**src/rtl/gate_pkg.sv**
```systemverilog
// Shared types, fail_mask bit positions and the golden truth table for the
// gate library self-test.
package gate_pkg;

  typedef enum logic [1:0] {
    IDLE   = 2'd0,
    SETTLE = 2'd1,
    SAMPLE = 2'd2,
    DONE   = 2'd3
  } state_t;

  localparam int NAND_B = 4;
  localparam int INV_B  = 3;
  localparam int AND_B  = 2;
  localparam int OR_B   = 1;
  localparam int XOR_B  = 0;

  function automatic logic [4:0] expected_gates(input logic a, input logic b);
    logic [4:0] g;
    g         = '0;
    g[NAND_B] = ~(a & b);
    g[INV_B]  = ~a;
    g[AND_B]  = a & b;
    g[OR_B]   = a | b;
    g[XOR_B]  = a ^ b;
    return g;
  endfunction

endpackage

```
**src/rtl/gate_expect.sv**
```systemverilog
// Combinational golden model: the five gate results a correct block must
// produce for the operands currently being driven.
module gate_expect
  import gate_pkg::*;
(
  input  logic       a,
  input  logic       b,
  output logic [4:0] expected
);

  assign expected = expected_gates(a, b);

endmodule

```
**src/rtl/gate_selftest.sv**
```systemverilog
// Self-test sequencer: sweeps {a,b} through 00..11, waits for the gate block
// to settle, compares its outputs with the golden model and reports results.
module gate_selftest
  import gate_pkg::*;
#(
  parameter int SETTLE_CYCLES = 2
) (
  input  logic       clk,
  input  logic       rst_n,
  input  logic       start,
  output logic       a,
  output logic       b,
  input  logic       out_nand,
  input  logic       out_inv,
  input  logic       out_and,
  input  logic       out_or,
  input  logic       out_xor,
  output logic       busy,
  output logic       done,
  output logic       pass,
  output logic [4:0] fail_mask,
  output logic [2:0] err_count,
  output logic [1:0] first_fail_vec
);

  // start is a level request accepted only in IDLE; busy is the not-ready
  // indication (start is ignored while it is high or during DONE), and done
  // pulses exactly once per accepted start.

  localparam logic [3:0] SETTLE_LAST = 4'(SETTLE_CYCLES - 1);

  state_t     state;
  state_t     state_next;
  logic [1:0] vec;
  logic [3:0] cnt;
  logic [4:0] expected;
  logic [4:0] observed;
  logic [4:0] mismatch;

  gate_expect u_expect (
    .a        (a),
    .b        (b),
    .expected (expected)
  );

  assign observed = {out_nand, out_inv, out_and, out_or, out_xor};
  assign mismatch = observed ^ expected;

  always_ff @(posedge clk) begin
    if (!rst_n) state <= IDLE;
    else        state <= state_next;
  end

  always_comb begin
    state_next = state;
    case (state)
      IDLE:    if (start) state_next = SETTLE;
      SETTLE:  if (cnt == SETTLE_LAST) state_next = SAMPLE;
      SAMPLE:  state_next = (vec == 2'd3) ? DONE : SETTLE;
      DONE:    state_next = IDLE;
      default: state_next = IDLE;
    endcase
  end

  always_ff @(posedge clk) begin
    if (!rst_n) begin
      vec            <= '0;
      cnt            <= '0;
      a              <= 1'b0;
      b              <= 1'b0;
      busy           <= 1'b0;
      done           <= 1'b0;
      pass           <= 1'b0;
      fail_mask      <= '0;
      err_count      <= '0;
      first_fail_vec <= '0;
    end else begin
      done <= 1'b0;
      case (state)
        IDLE: begin
          if (start) begin
            vec            <= '0;
            cnt            <= '0;
            a              <= 1'b0;
            b              <= 1'b0;
            busy           <= 1'b1;
            pass           <= 1'b0;
            fail_mask      <= '0;
            err_count      <= '0;
            first_fail_vec <= '0;
          end
        end
        SETTLE: cnt <= cnt + 4'd1;
        SAMPLE: begin
          fail_mask <= fail_mask | mismatch;
          if (mismatch != 5'd0) begin
            err_count <= err_count + 3'd1;
            if (err_count == 3'd0) first_fail_vec <= vec;
          end
          // pass uses the mask including this final vector's merge
          if (vec == 2'd3) begin
            busy <= 1'b0;
            done <= 1'b1;
            pass <= ((fail_mask | mismatch) == 5'd0);
          end else begin
            vec    <= vec + 2'd1;
            {a, b} <= vec + 2'd1;
            cnt    <= '0;
          end
        end
        default: ;
      endcase
    end
  end

endmodule

```
**config.mk**
```make
export PLATFORM = sky130hd
export DESIGN_NAME = gate_selftest
export DESIGN_NICKNAME = d
export VERILOG_FILES = /design/src/rtl/gate_pkg.sv /design/src/rtl/gate_expect.sv /design/src/rtl/gate_selftest.sv
export SDC_FILE = /design/constraint.sdc
export NUM_CORES = 1
export LEC_CHECK = 0
export CAP_MARGIN = 10
export CORE_MARGIN = 2
export CORE_UTILIZATION = 50
export CTS_CLUSTER_SIZE = 14
export DETAILED_ROUTE_END_ITERATION = 8
export PLACE_DENSITY = 0.78
export REMOVE_ABC_BUFFERS = 1
export SYNTH_ARGS = -nofsm -noshare
export SYNTH_HDL_FRONTEND = slang
export SYNTH_SLANG_ARGS = --single-unit
```
**constraint.sdc**
```tcl
create_clock -name clk -period 3 [get_ports clk]
set_input_delay 0.6 -clock clk [delete_from_list [all_inputs] [get_ports clk]]
set_output_delay 0.6 -clock clk [all_outputs]
set_load 0.05 [all_outputs]
```
# Word level (Yosys, flattened, before mapping)
# Index checks and enable logic that the tools add are counted.
[word_totals]
ff_bits = 23
wordCells = 75
in_bits = 8
out_inout_bits = 15
[classes]
n_eq_ne = 11
reduce_logical = 14
n_bitwise = 7
muxes = 29
addsub = 3
[ops]
columns = ["operator", "count"]
rows = [
  ["2-bit two-way mux", 7],
  ["2-bit != test (second input constant)", 6],
  ["4-bit one-hot mux with 3 select lines", 1],
  ["3-bit AND reduction", 4],
  ["5-bit one-hot mux with 2 select lines", 1],
  ["4-bit two-way mux", 2],
  ["1-bit one-hot mux with 2 select lines", 4],
  ["2-bit one-hot mux with 2 select lines", 2],
  ["2-bit one-hot mux with 4 select lines", 1],
  ["1-bit two-way mux", 7],
  ["2-bit == test (second input constant)", 3],
  ["3-bit two-way mux", 2],
  ["3-bit one-hot mux with 2 select lines", 1],
  ["2-bit AND reduction", 3],
  ["5-bit zero test", 1],
  ["5-bit two-way mux", 1],
  ["5-bit OR", 1],
  ["5-bit nonzero test", 1],
  ["5-bit bitwise XOR", 1],
  ["4-bit by 1-bit adder with 4-bit output (second input constant)", 1],
  ["4-bit by 1-bit == test with 1-bit output (second input constant)", 1],
  ["4-bit AND reduction", 1],
  ["3-bit by 1-bit adder with 3-bit output (second input constant)", 1],
  ["3-bit zero test", 1],
  ["9 further kinds", 10],
]

# Longest topological paths before layout
# Gate-level depths: netlist (run 1).
[depth]
word_depth = 7
mapped_depth = 6
mapped_depth_nobuf = 6

# Modules after synthesis
# Synthesis (run 1) repeated with hierarchy kept, for this count alone.
[unflattened]
cells_unflattened = 125
area_unflattened_um2 = 1133.6
[modules_own_cells]
columns = ["module", "n_inst", "cells_per_inst", "seq_area_each_um2", "area_each_um2"]
rows = [
  ["gate_selftest", 1, 118, 420.4, 1081.0],
  ["gate_expect", 1, 7, 0.0, 52.6],
]

# Worst setup path before layout (run 1)
# No wires, ideal clock.
[synth_path]
path_type = "flip-flop to flip-flop"
from = "register a"
to = "register err_count[1]"
stages_incl_launch_ff = 7
setup_slack_ns = 0.839
arrival_time_ns = 2.085
required_time_ns = 2.924
path_buffers = 0
path_cell_list = "dfxtp_1 -> inv_1 -> ha_1 -> xor2_1 -> a2111oi_4 -> nand3_1 -> a31oi_1"
[synth_via]
elab_chain_cells = 6
[synth_rtl]
columns = ["item", "line", "source"]
rows = [
  ["start, declared", "gate_selftest.sv:11", "output logic a,"],
  ["start signal, assigned", "gate_selftest.sv:107", "{a, b} <= vec + 2'd1;"],
  ["1-bit bitwise AND", "gate_pkg.sv:21, gate_pkg.sv:23", ""],
  ["1-bit inverter", "gate_pkg.sv:21", "g[NAND_B] = ~(a & b);"],
  ["5-bit bitwise XOR (*)", "gate_selftest.sv:47", "assign mismatch = observed ^ expected;"],
  ["5-bit nonzero test (*)", "gate_selftest.sv:96", "if (mismatch != 5'd0) begin"],
  ["2-bit != test (no line) (*)", "-", ""],
  ["3-bit AND reduction (no line) (*)", "-", ""],
  ["end signal, assigned", "gate_selftest.sv:97", "err_count <= err_count + 3'd1;"],
  ["end, declared", "gate_selftest.sv:22", "output logic [2:0] err_count,"],
]
# Every way passes the cells marked *; elsewhere a longest branch is shown, timed or not.
# A chain may end at the register's enable or synchronous reset.

# Worst setup path in the final report (run 1)
[layout_path]
from = "register a"
to = "output a"
# No word-level cell between the ends.

==> metrics.md, run 1 <==
| Metric | Value |
|---|---|
| EDFF count, synth | 0 |
| Setup violators final | 0 |
| Drt wl/cell | 13.7 um |
| CP bufs+invs | 1 |
| Critical R2R Capture | first_fail_vec[1] |
| Main combinational cell family by area after synthesis | simple AND/OR/NAND/NOR gates |
| Mean Syn Cell Area | 8.79 sq um |
| Top delay family on crit path | buffers and inverters |
| Slew headroom | 0.656 |
| CP Depth | 1 |
| Critical path required time | roughly 2.4 ns |
| FF-to-FF Start | a |
| FFs w/ async S/R, synth | 0 |
| Total die area | roughly 2600 sq um |
| Root buf cell | clkbuf_4 |
| Grt ovf | 0 |
| WL final | 2.44 mm |
| ANT cells | 0 |
| Clock sinks | 21 |
| Ys Warns | 0 |
| Io pins | 23 |
| Share of layout cells above drive strength 1 | 0.0667 |
| Vias in the first global route | 965 |
| FP Rows | 17 |
| DP HPWL | 1.86 mm |
| Mean number of vias per cell | 5.56 |
| Via count | 989 |
| Hold-fix buffers at CTS | 0 |
| Largest net degree at the start of global routing | 14 |
| Max incr delay on CP | around 0.86 ns |
| Cell taking the most area after synthesis | dfxtp_1 |
| Slew Viols, Final | 0 |
| Die height | 51.1 um |
| Power per cell area | 371 nW/um^2 |
| Area Growth Syn to Fin | 25.3% |
| Routability cong. | between 0.8 and 0.9 |
| Netlist Area Pre-Place | 1110 sq um |
| Top cell type's share of synthesized area | 0.380 |
| Number of max-cap violations | 0 |
| Initial antenna violation count | 0 |
| Initial Util | 0.515 |
| Post-synthesis mux area share | 0.00904 |
| Worst Path Arrival | 1.65 ns |
| Fillers | 186 |
| Non-filler instance count after layout | 178 |
| Crit path cell chain | clkdlybuf4s50_1 |
| Clock Path Buffers | 2 |
| Max FO, Critical Path | 7 |
| Synth top area cells | dfxtp_1 38%, ha_1 6.8%, a22oi_1 4.1% |
| CTS Buf Count | 3 |
| CP endpoint | a |
| Period utilization | 0.751 |
| Fmax achieved | 444 MHz |
| Crit path launch | a |
| Critical path class | flop to primary output |
| Hold Vio Cnt, Final | 0 |
| Global Route Usage Sum | 0.207 |
| Die Width | 51.1 um |
| Worst-path clk slew | 0.12 ns |
| First-pass GRT wire length | 4.08 mm |
| Register area share after synthesis | 0.380 |
| Critical Path End Type | primary output |
| Final min period | between 2 and 2.5 ns |
| R2R Setup Slk | 0.78 ns |
| # port buffers | 22 |
| Critical path launch point type | flop |
| Slowest cell on the critical path | clkdlybuf4s50_1 |
| First-pass detailed-route iteration total | 4 |
| Post-synthesis adder-cell area fraction | 0.0678 |
| Max IR drop VDD | between 0.2 and 0.25 mV |
| Worst hold-check path type | flop to flop |
| H-tree depth | 1 |
| Insertion delay to the later sink of the worst-skew pair | around 0.30 ns |
| Dominant synthesized flop cell | dfxtp_1 |
| Complex-gate fraction of the synthesized area | 0.192 |
| Cells after Synth | 126 |
| DRC marker count from the first detailed-route iteration | 22 |
| Core Area | 2150 sq um |
| Cell Count Post-Placement | between 150 and 200 |
| Outcome | finished clean |
| Resized cells post-CTS | 0 |
| Setup_tns | 0 ns |
| Worst slew pin tran | 0.513 ns |
| # DRC | 0 |
| Detail Route Antenna Nets | 0 |
| Reg2Reg Depth | 5 |
| Unrepaired setup endpoints after global routing | no |
| Post-synthesis xor/xnor area fraction | 0.0633 |
| Clk_skew | ~0.0029 ns |
| CTS tree | built |
| Final nets | 165 |
| Yosys cell types | 38 |
| Number of synthesized register bits | 21 |
| Synth Area in Simple Gates | 0.238 |
| P_leak | 0.486 nW |
| Post-CTS Setup Bufs | 0 |
-- worst reg2reg max path, stage by stage, from the launching register on --
cell and delay (ns):
dfxtp_1 0.41, ha_1 0.39, or3b_4 0.47, a2111oi_4 0.57, a211oi_1 0.18, o21ai_1 0.15
-- registers in the layout (all words and copies together), names as in the netlist, 2 cells and up --
name,flops
state,2
first_fail_vec,2
err_count,3
fail_mask,5
cnt,4
-- cell type report --
cell class	count	area (sq um)	area share
timing repair buffer	25	243	0.175
inverter	8	30.0	0.0216
multi-input combinational	92	632	0.455
clock buffer	3	22.5	0.0162
tap	28	35.0	0.0252
sequential	21	420	0.303
clock inverter	1	5.00	0.00361
-- synthesized netlist by cell type (2+ instances only) --
master	n
a211oi_1	3
dfxtp_1	21
nand2_1	5
and2_1	2
nand3b_1	2
nor2_1	12
ha_1	6
xor2_1	4
o21ai_0	2
a22oi_1	6
a21oi_1	4
or3_1	2
nand3_1	7
xnor2_1	4
o21ai_1	4
nor3_1	5
nor2b_1	4
a21boi_0	3
nand4b_1	4
clkbuf_1	2
buf_2	2
inv_1	6
-- metal layers --
layer / wire, um / track usage
met1: 1080 / 0.240
met2: 1230 / 0.357
met3: 83 / 0.0322
met4: 53 / 0.122
met5: 0 / 0
-- power breakdown --
part	switching [mW]	leakage [nW]	total, mW	internal [mW]
logic	0.0462	0.298	0.0836	0.0374
clock network	0.0854	0.0177	0.135	0.0496
registers	0.0105	0.170	0.297	0.286
-- worst min-delay path by stage --
stage                            startpoint           endpoint  slack, ns  depth (start not counted)
after floorplan                      cnt[3]             cnt[3]       0.48                          2
after global placement    first_fail_vec[1]  first_fail_vec[1]       0.45                          2
after detailed placement  first_fail_vec[1]  first_fail_vec[1]       0.45                          2
after CTS                 first_fail_vec[1]  first_fail_vec[1]       0.47                          2
after global routing      first_fail_vec[0]  first_fail_vec[0]       0.49                          2
final                     first_fail_vec[1]  first_fail_vec[1]       0.47                          2
-- cells in the final DEF (no fill, tap or decap), types with 5 or more instances in the layout --
cell type,synthesis,routed
a22oi_1,6,6
clkdlybuf4s50_1,0,22
dfxtp_1,21,21
ha_1,6,6
inv_1,6,6
nand2_1,5,5
nand3_1,7,7
nor2_1,12,12
nor3_1,5,5
-- logic make-up after synthesis --
logic type                 count (synthesis)
AOI/OAI and AO/OA                         29
xor gates and xnor gates                   8
adders and majority gates                  6
buffers and inverters                     13
DFF                                       21
muxes                                      1
and+or+nand+nor                           48
-- metrics by stage --
step	cell area (sq um)	util	power, mW	hold slack (ns)	setup slack [ns]
2_1_floorplan	1080	-	0.354	0.480	0.794
3_3_place_gp	1360	0.633	0.384	0.451	0.554
3_5_place_dp	1360	0.633	0.387	0.451	0.500
4_1_cts	1390	0.646	0.516	0.467	0.738
5_1_grt	1390	0.646	0.535	0.492	0.590
6_report	1390	0.646	0.515	0.470	0.746
No activity file was read; power rests on OpenSTA's default activity.
==> run 2: changes to the inputs <==
Settings changed: CORE_UTILIZATION 50 to 45, PLACE_DENSITY 0.78 to 0.74.
Clock period 3 ns to 1.8 ns, I/O delays scaled along.
==> metrics.md, run 2 (synthesis gave the netlist of run 1 again) <==
| Metric | Value |
|---|---|
| Failing checks | negative setup slack |
| Reg2Reg Depth | 6 (+1) |
| Max IR drop VDD | 0.339 mV (+59%) |
| Area Growth Syn to Fin | 37.2% |
| Pwr Total | 0.894 mW (+74%) |
| Comb pwr share | 0.181 (+0.019) |
| Share of layout cells above drive strength 1 | 0.285 (+0.218) |
| Most frequent cells in the layout | 31 x buf_4, 19 x dfxtp_1, 12 x nor2_1 |
| NetSw | 0.258 mW (+81%) |
| P_int | 0.637 mW (+71%) |
| Die height | 53.6 um (+5.0%) |
| Setup ws final | -0.0272 ns (-0.773 ns) |
| Setup violators final | 3 (+3) |
| R2R Setup Slk | -0.03 ns (-0.81 ns) |
| Critical R2R Capture | err_count[0] |
| Slew Viols, Final | 0 (unchanged) |
| Io pins | 23 (unchanged) |
| Worst Path Arrival | 2.07 ns (+0.42 ns) |
| Drt wl/cell | 14.1 um (+3.2%) |
| Most common cell after layout, fill and taps aside | buf_4 |
| Unrepaired setup endpoints after global routing | yes |
| Power per cell area | 589 nW/um^2 (+59%) |
| Insertion delay to the later sink of the worst-skew pair | 0.31 ns (about the same) |
| Critical path class | flop to flop |
| Biggest regs | fail_mask x5, cnt x4, err_count x3 |
| Fmax achieved | 547 MHz |
| ANT cells | 0 (unchanged) |
| FP Rows | 17 (unchanged) |
| DP HPWL | 2.01 mm (+7.8%) |
| # DRC | 0 (unchanged) |
| Mean number of vias per cell | 5.54 (-0.31%) |
| Slew headroom | 0.697 (+0.0414) |
| Final min period | 1.83 ns |
| # port buffers | 22 (unchanged) |
| DRC marker count from the first detailed-route iteration | 29 (+32%) |
| Initial Util | 0.487 (-0.0289) |
| Hold-fix buffers at CTS | 0 (unchanged) |
| Via count | 1069 (+8.1%) |
| First-pass detailed-route iteration total | 4 (unchanged) |
| Die Width | 53.6 um (+5.0%) |
| Sw Ratio | 0.288 (+0.0124) |
| H-tree depth | 1 (unchanged) |
| Fillers | 175 (-5.9%) |
| Hold Vio Cnt, Final | 0 (unchanged) |
| WHS Endpoint | first_fail_vec[1] |
| Number of max-cap violations | 0 (unchanged) |
| P_leak | 0.597 nW (+23%) |
| Routability cong. | 0.862 (+5.7%) |
| Period utilization | 1.02 |
| Worst-path clk slew | 0.13 ns (about the same) |
| Crit path launch | a |
| Worst hold-check path type | flop to flop |
| Clk_skew | 0.00856 ns (+0.00571 ns) |
| CTS Buf Count | 3 (unchanged) |
| Hold path cells | 2 (unchanged) |
| Reg power frac | 0.553 (-0.023) |
| Core Area | 2280 sq um (+5.9%) |
| Hold_sp | first_fail_vec[1] |
| Critical path required time | 2.05 ns (-0.35 ns) |
| Largest net degree at the start of global routing | 13 (-1) |
| Global Route Usage Sum | 0.218 (+0.0112) |
| Critical Path End Type | flop |
| Clock sinks | 21 (unchanged) |
| Detail Route Antenna Nets | 0 (unchanged) |
| Max FO, Critical Path | 4 (-3) |
| Post-CTS Setup Bufs | 0 (unchanged) |
| Max reg flops | 5 (unchanged) |
| Post-route cell area | 1520 sq um (+9.5%) |
| Grt ovf | 0 (unchanged) |
| Clock Power Share | 0.266 (+0.004) |
| Final nets | 180 (+9.1%) |
| Clock Path Buffers | 2 (unchanged) |
| Critical path launch point type | flop |
| Biggest register | fail_mask |
| Outcome | complete, but fails checks |
| First-pass GRT wire length | 4.51 mm (+10%) |
| Vias in the first global route | 1045 (+8.3%) |
| CTS tree | built |
| WL final | 2.73 mm (+12%) |
| Worst slew pin tran | 0.453 ns (-0.0593 ns) |
| Root buf cell | clkbuf_4 |
| FF-to-FF Start | a |
| Initial antenna violation count | 0 (unchanged) |
| Place WS | -0.312 ns (-0.812 ns) |
| Total die area | 2870 sq um (+10%) |
| Post-Place Cell Area | 1430 sq um (+5.0%) |
==> run 2: cell count changes in the layout (fill, tap and decap cells not counted), moves of 2 or more <==
cell / before / now
ha_1: 6 / 4
ha_4: 0 / 2
buf_4: 3 / 31
dfxtp_1: 21 / 19
clkdlybuf4s50_1: 22 / 7
a211oi_1: 3 / 1
==> run 2: cell type report <==
class | instances | area (sq um) | area share
multi-input combinational | 92 | 682 | 0.449
sequential | 21 | 425 | 0.280
timing repair buffer | 40 | 319 | 0.210
tap | 28 | 35.0 | 0.0231
inverter | 8 | 30.0 | 0.0198
clock buffer | 3 | 22.5 | 0.0148
clock inverter | 1 | 5.00 | 0.00329
==> run 2: power by group through the flow <==
stage / clock, mW / sequential [mW] / combinational, mW
final: 0.238 / 0.495 / 0.162
after CTS: 0.243 / 0.494 / 0.157
after floorplan: 0 / 0.515 / 0.0741
after global placement: 0 / 0.504 / 0.151
after global routing: 0.264 / 0.498 / 0.178
after detailed placement: 0 / 0.504 / 0.154
==> run 2: worst max-delay path, stage by stage, from the launching register on <==
cell       delay (ns)
dfxtp_4          0.39
ha_4             0.16
or3b_4           0.38
a2111oi_4        0.38
buf_2            0.22
nand4_1          0.13
o211ai_1         0.10
==> run 2: layer usage <==
metal  vias up  wire length, um  GRT usage
li1        528                -          -
met1       501             1260      0.272
met2        34             1310      0.358
met3         6              112     0.0389
met4         0               46      0.115
met5         -                0          0
==> run 2: what timing repair did <==
item,CTS,global route
cloned,1,0
gates resized for setup,7,5
pin swaps,2,9
endpoints found under the setup margin,5,5
==> run 2: per-stage QoR <==
step           cells  utilization  TNS (ns)  hold slack (ns)
6_report         193        0.667   -0.0456            0.471
5_1_grt          193        0.667    -0.260            0.503
4_1_cts          193        0.654         0            0.484
3_5_place_dp     188        0.627     -1.44            0.451
3_3_place_gp     188        0.627     -1.24            0.445
2_1_floorplan    121            -     -1.97            0.480
==> run 2: worst max-delay path by stage <==
stage	end
after floorplan	err_count[1]
after global placement	err_count[1]
after detailed placement	err_count[1]
after CTS	err_count[1]
after global routing	first_fail_vec[1]
final	err_count[0]
==> RTL change 1: new RTL, settings of run 2 <==
The 4 states of `state_t` get a one-hot encoding in 4 bits.
--- a/src/rtl/gate_pkg.sv
+++ b/src/rtl/gate_pkg.sv
@@ -4,7 +4,7 @@
 
-  typedef enum logic [1:0] {
-    IDLE   = 2'd0,
-    SETTLE = 2'd1,
-    SAMPLE = 2'd2,
-    DONE   = 2'd3
+  typedef enum logic [3:0] {
+    IDLE   = 4'b0001,
+    SETTLE = 4'b0010,
+    SAMPLE = 4'b0100,
+    DONE   = 4'b1000
   } state_t;
Formal check against the unedited RTL: no difference found for any inputs over 10 cycles, from zero or initial values and one cycle with rst_n low; not proved beyond that.
==> RTL change 1 against run 2 <==
Design area rose by 9.9%; hold slack worse by 0.0073 ns; synthesized cell count up 7.1%; setup slack improved by 0.048 ns; via count is 7.3% higher; area after synthesis is 12% higher; wire length increased by 11%; total power grew 4.9%; sequential cell count up 2; critical path type unchanged; highest routed layer unchanged.
==> RTL change 1: results (changes against run 2) <==
PostCTS Resize Cnt=11 (+4); final WL=3.017 mm (+11%); P_leak=0.6851 nW (+15%); WL per Instance=14.57 µm (+3.1%); CP peak stage delay=0.46 ns (+0.07 ns); met2 Use GR=0.3439 (-0.01417); share of cells above drive strength 1=0.3068 (+0.02197); layout net count=191 (+6.1%); 1st-iter DRT viols=34 (+17%); largest net degree at the start of global routing=16 (+3); DPL Wire Length=2.194 mm (+9.2%); arrival time worst endpoint=2.03 ns (-0.04 ns); FFs & Latches=23 (+9.5%); DRT met1 WL=1.313 mm (+4.2%); Hold Path Origin=pass; Post-CTS Setup Inserts=3 (+3); global-route usage over all layers=0.1965 (-0.02164); Peak VDD IR=441.9 µV (+31%); Reg2Reg Setup Slack=0.02 ns (+0.05 ns); Net Sw Frac=0.2756 (-0.01269); Clk pwr share=0.256 (-0.010); synth unique cells=43 (+13%); share of power burned in registers=0.562 (+0.009); mux cell area share after synthesis=0.01608 (+0.007041); first-pass GRT wire length=4.968 mm (+10%); XOR/XNOR share of the synthesized area=0.05628 (-0.006995); Mean Syn Cell Area=9.222 µm² (+4.9%); Vias/cell=5.541 (about the same); GR Util met1=0.2360 (-0.03613); FF-to-FF path depth=8 (+2); outcome=finished clean; Max transition margin=0.7922 (+0.09477); Inverters=7 (-1); met3 WL post-DR=80 µm (-29%); gp weighted congestion=0.6734 (-22%); CP max stage cell=or4b_1; Post-Layout Cell Count=207 (+7.3%); Fillers=233 (+33%); Placed Cells=200 (+6.4%); seq pwr=0.528 mW (+6.7%); register area share after synthesis=0.3698 (-0.009812); Signal buf overhead=0.2129 (+0.002845); top cells by count, synth=23 x dfxtp_1, 11 x nand2_1, 7 x inv_1; metal2 WL=1.575 mm (+20%); Clock Skew=0.001819 ns (-0.006742 ns); register area=467.9 µm² (+10%); post-synthesis adder-cell area fraction=0.06030 (-0.007495); post-synthesis compound-gate area fraction=0.1839 (-0.008171); Top Registers=fail_mask x5, cnt x4, state x4; #MultiIn Comb=97 (+5.4%); WHS Endpoint=pass; vias in the first global route=1122 (+7.4%)
-- RTL change 1: cell count changes after synthesis, moves of 3 or more --
cell             run 2  this run
nand3_1              7         3
a21boi_1             0         4
nor2_1              12         6
nand2_1              5        11
nand2b_1             0         3
a211oi_1             3         0
-- RTL change 1: worst register-to-register path: stages, from the launching register on --
cell	delay, ns
dfxtp_4	0.39
inv_2	0.05
ha_4	0.26
xor2_1	0.13
buf_4	0.14
a2111oi_4	0.04
buf_4	0.16
or4b_1	0.46
o21ai_1	0.08
-- RTL change 1: metrics by stage --
stage | instance area [µm²] | TNS [ns] | setup slack [ns] | hold WS (ns)
final | 1669 | 0 | 0.02108 | 0.4633
after global routing | 1669 | -0.1282 | -0.05074 | 0.4820
after CTS | 1662 | 0 | 0.003024 | 0.4661
after detailed placement | 1569 | -2.009 | -0.3688 | 0.4480
after global placement | 1569 | -1.786 | -0.3188 | 0.4422
after floorplan | 1197 | -2.382 | -0.4714 | 0.4436
==> RTL change 2: new RTL, flow settings as in run 2 <==
Without the edit above. Add an input register stage for `start`, `out_nand`, `out_inv`, `out_and`, `out_or` and `out_xor`; this delays them by one clock.
--- a/src/rtl/gate_selftest.sv
+++ b/src/rtl/gate_selftest.sv
@@ -31,2 +31,18 @@
 
+  logic start_q;
+  logic out_nand_q;
+  logic out_inv_q;
+  logic out_and_q;
+  logic out_or_q;
+  logic out_xor_q;
+
+  always_ff @(posedge clk) begin
+    start_q    <= start;
+    out_nand_q <= out_nand;
+    out_inv_q  <= out_inv;
+    out_and_q  <= out_and;
+    out_or_q   <= out_or;
+    out_xor_q  <= out_xor;
+  end
+
   state_t     state;
@@ -45,3 +61,3 @@
 
-  assign observed = {out_nand, out_inv, out_and, out_or, out_xor};
+  assign observed = {out_nand_q, out_inv_q, out_and_q, out_or_q, out_xor_q};
   assign mismatch = observed ^ expected;
@@ -56,3 +72,3 @@
     case (state)
-      IDLE:    if (start) state_next = SETTLE;
+      IDLE:    if (start_q) state_next = SETTLE;
       SETTLE:  if (cnt == SETTLE_LAST) state_next = SAMPLE;
@@ -80,3 +96,3 @@
         IDLE: begin
-          if (start) begin
+          if (start_q) begin
             vec            <= '0;
Function: changed (a bounded check fails within 4 cycles, from zero or initial values and one cycle with rst_n low).
==> RTL change 2 against run 2 <==
Area after synthesis increased by 10%; critical path depth unchanged; sequential cell count increased by 6; design area increased by 4.4%; total power increased by 16%; synthesized cell count increased by 2.4%; setup slack improved by 0.050 ns; wire length decreased by 3.4%; critical path type unchanged; critical endpoint unchanged; highest routed layer unchanged.
==> RTL change 2: results (changes against run 2) <==
outcome=finished clean; yosys warns=0 (unchanged); Reg2Reg Setup Slack=0.02 ns (+0.05 ns); share of cells above drive strength 1=0.2563 (-0.02860); CP Class=reg -> reg; FF-to-FF path depth=6 (unchanged); Crit. Startpoint=vec[1]; DPL Wire Length=1.966 mm (-2.1%); total CTS buffers=3 (unchanged); Placed Cells=184 (-2.1%); 1st-iter DRT viols=26 (-10%); n_diodes=0 (unchanged); worst skew pair latency=0.34 ns (+0.03 ns); fmax=562.6 MHz (+2.8%); largest net degree at the start of global routing=16 (+3); CTS max path bufs=2 (unchanged); first-pass GRT wire length=4.367 mm (-3.2%); IO Port Bufs=22 (unchanged); vias in the first global route=988 (-5.5%); Mean Syn Cell Area=9.457 µm² (+7.6%); synth unique cells=36 (-5.3%); H-tree depth=1 (unchanged); P_leak=0.6150 nW (+2.9%); root buf cell=clkbuf_4; register area share after synthesis=0.4431 (+0.06342); Critical Path Fanout Max=5 (+1); Post-Layout Cell Count=190 (-1.6%); Critical R2R Capture=err_count[0]; top post-synthesis cells by area=dfxtp_1 44%, ha_1 7.2%, a21oi_1 3.7%, nor2_1 3.7%, a22oi_1 3.1%; Pre-antenna DRT Iters=4 (unchanged); arrival time worst endpoint=2.05 ns (-0.02 ns); Vias/cell=5.495 (-0.80%); CTS clk-pin slew, worst paths=0.16 ns (+0.03 ns); top cells by count, synth=27 x dfxtp_1, 12 x nor2_1, 10 x nand2_1, 9 x a21oi_1, 7 x ha_1; Max transition margin=0.7276 (+0.03016); Peak VDD IR=576.1 µV (+70%); global-route usage over all layers=0.1717 (-0.04645); final WL=2.636 mm (-3.4%); ys async rst share=0 (unchanged); Clock Skew=0.009628 ns (+0.001066 ns); gp weighted congestion=0.7334 (-15%); initial antenna violation count=0 (unchanged); Top Registers=fail_mask x5, cnt x4, err_count x3; HP Class=in -> reg
## RTL change 2: repair_timing
action,in CTS,in global routing
hold buffers,0,0
resized for setup,5,5
endpoints found under the setup margin,5,6
buffers inserted,1,1
pin swaps,4,0
## RTL change 2: power breakdown
group          internal, mW  switching, mW  leakage (nW)
Clock                0.0836          0.189        0.0177
Combinational        0.0574         0.0680         0.376
Sequential            0.615         0.0213         0.222
Total                 0.756          0.279         0.615
## RTL change 2: how the worst min path moves through the flow
stage / from / endpoint / slack (ns) / cells after the start
floorplan: out_and / out_and_q / 0.39 / 0
global placement: busy / busy / 0.47 / 2
finish: out_nand / out_nand_q / 0.44 / 1
CTS: out_nand / out_nand_q / 0.44 / 1
detailed placement: fail_mask[0] / pass / 0.48 / 1
global route: out_inv / out_inv_q / 0.43 / 1
## RTL change 2: worst max-delay path, stage by stage, from the launching register on
cell and delay [ns]:
dfxtp_2 0.38, ha_4 0.16, or3b_4 0.40, a2111oi_4 0.28, buf_4 0.19, a21oi_2 0.07
a211oi_2 0.22
## RTL change 2: routing by layer
| layer | routed length, µm | global-route usage | up-vias |
|---|---|---|---|
| met3 | 114 | 0.03023 | 4 |
| met5 | 0 | 0 | - |
| met4 | 36 | 0.05102 | 0 |
| li1 | - | - | 516 |
| met2 | 1267 | 0.2941 | 27 |
| met1 | 1217 | 0.2192 | 497 |
## RTL change 2: layout make-up
class                           instances  area [µm²]
Fill cell                             228       937.1
Multi-Input combinational cell         90       689.4
Sequential cell                        27       543.0
Timing Repair Buffer                   32       261.5
Clock inverter                          1       5.005
Tap cell                               30       37.54
Clock buffer                            3       22.52
Inverter                                7       26.28
## RTL change 2: logic make-up (layout without fill, tap and decap cells)
group | Yosys count | after routing | synth area share
buffers and inverters | 12 | 43 | 0.03692
xor gates and xnor gates | 7 | 7 | 0.05026
AOI/OAI and AO/OA | 32 | 32 | 0.2021
adders and majority gates | 7 | 7 | 0.07179
DFF | 27 | 27 | 0.4431
muxes | 1 | 1 | 0.009230
and+or+nand+nor | 43 | 43 | 0.1867
## RTL change 2: metrics by stage
| step | setup slack, ns | setup TNS [ns] | utilization | instance area (µm²) |
|---|---|---|---|---|
| 3_3_place_gp | -0.03297 | -0.06393 | 0.5873 | 1481 |
| 3_5_place_dp | -0.07771 | -0.2006 | 0.5873 | 1481 |
| 2_1_floorplan | -0.3111 | -1.675 | - | 1201 |
| 6_report | 0.02265 | 0 | 0.6285 | 1585 |
| 4_1_cts | 0.0001821 | 0 | 0.6116 | 1543 |
| 5_1_grt | -0.03135 | -0.08689 | 0.6285 | 1585 |
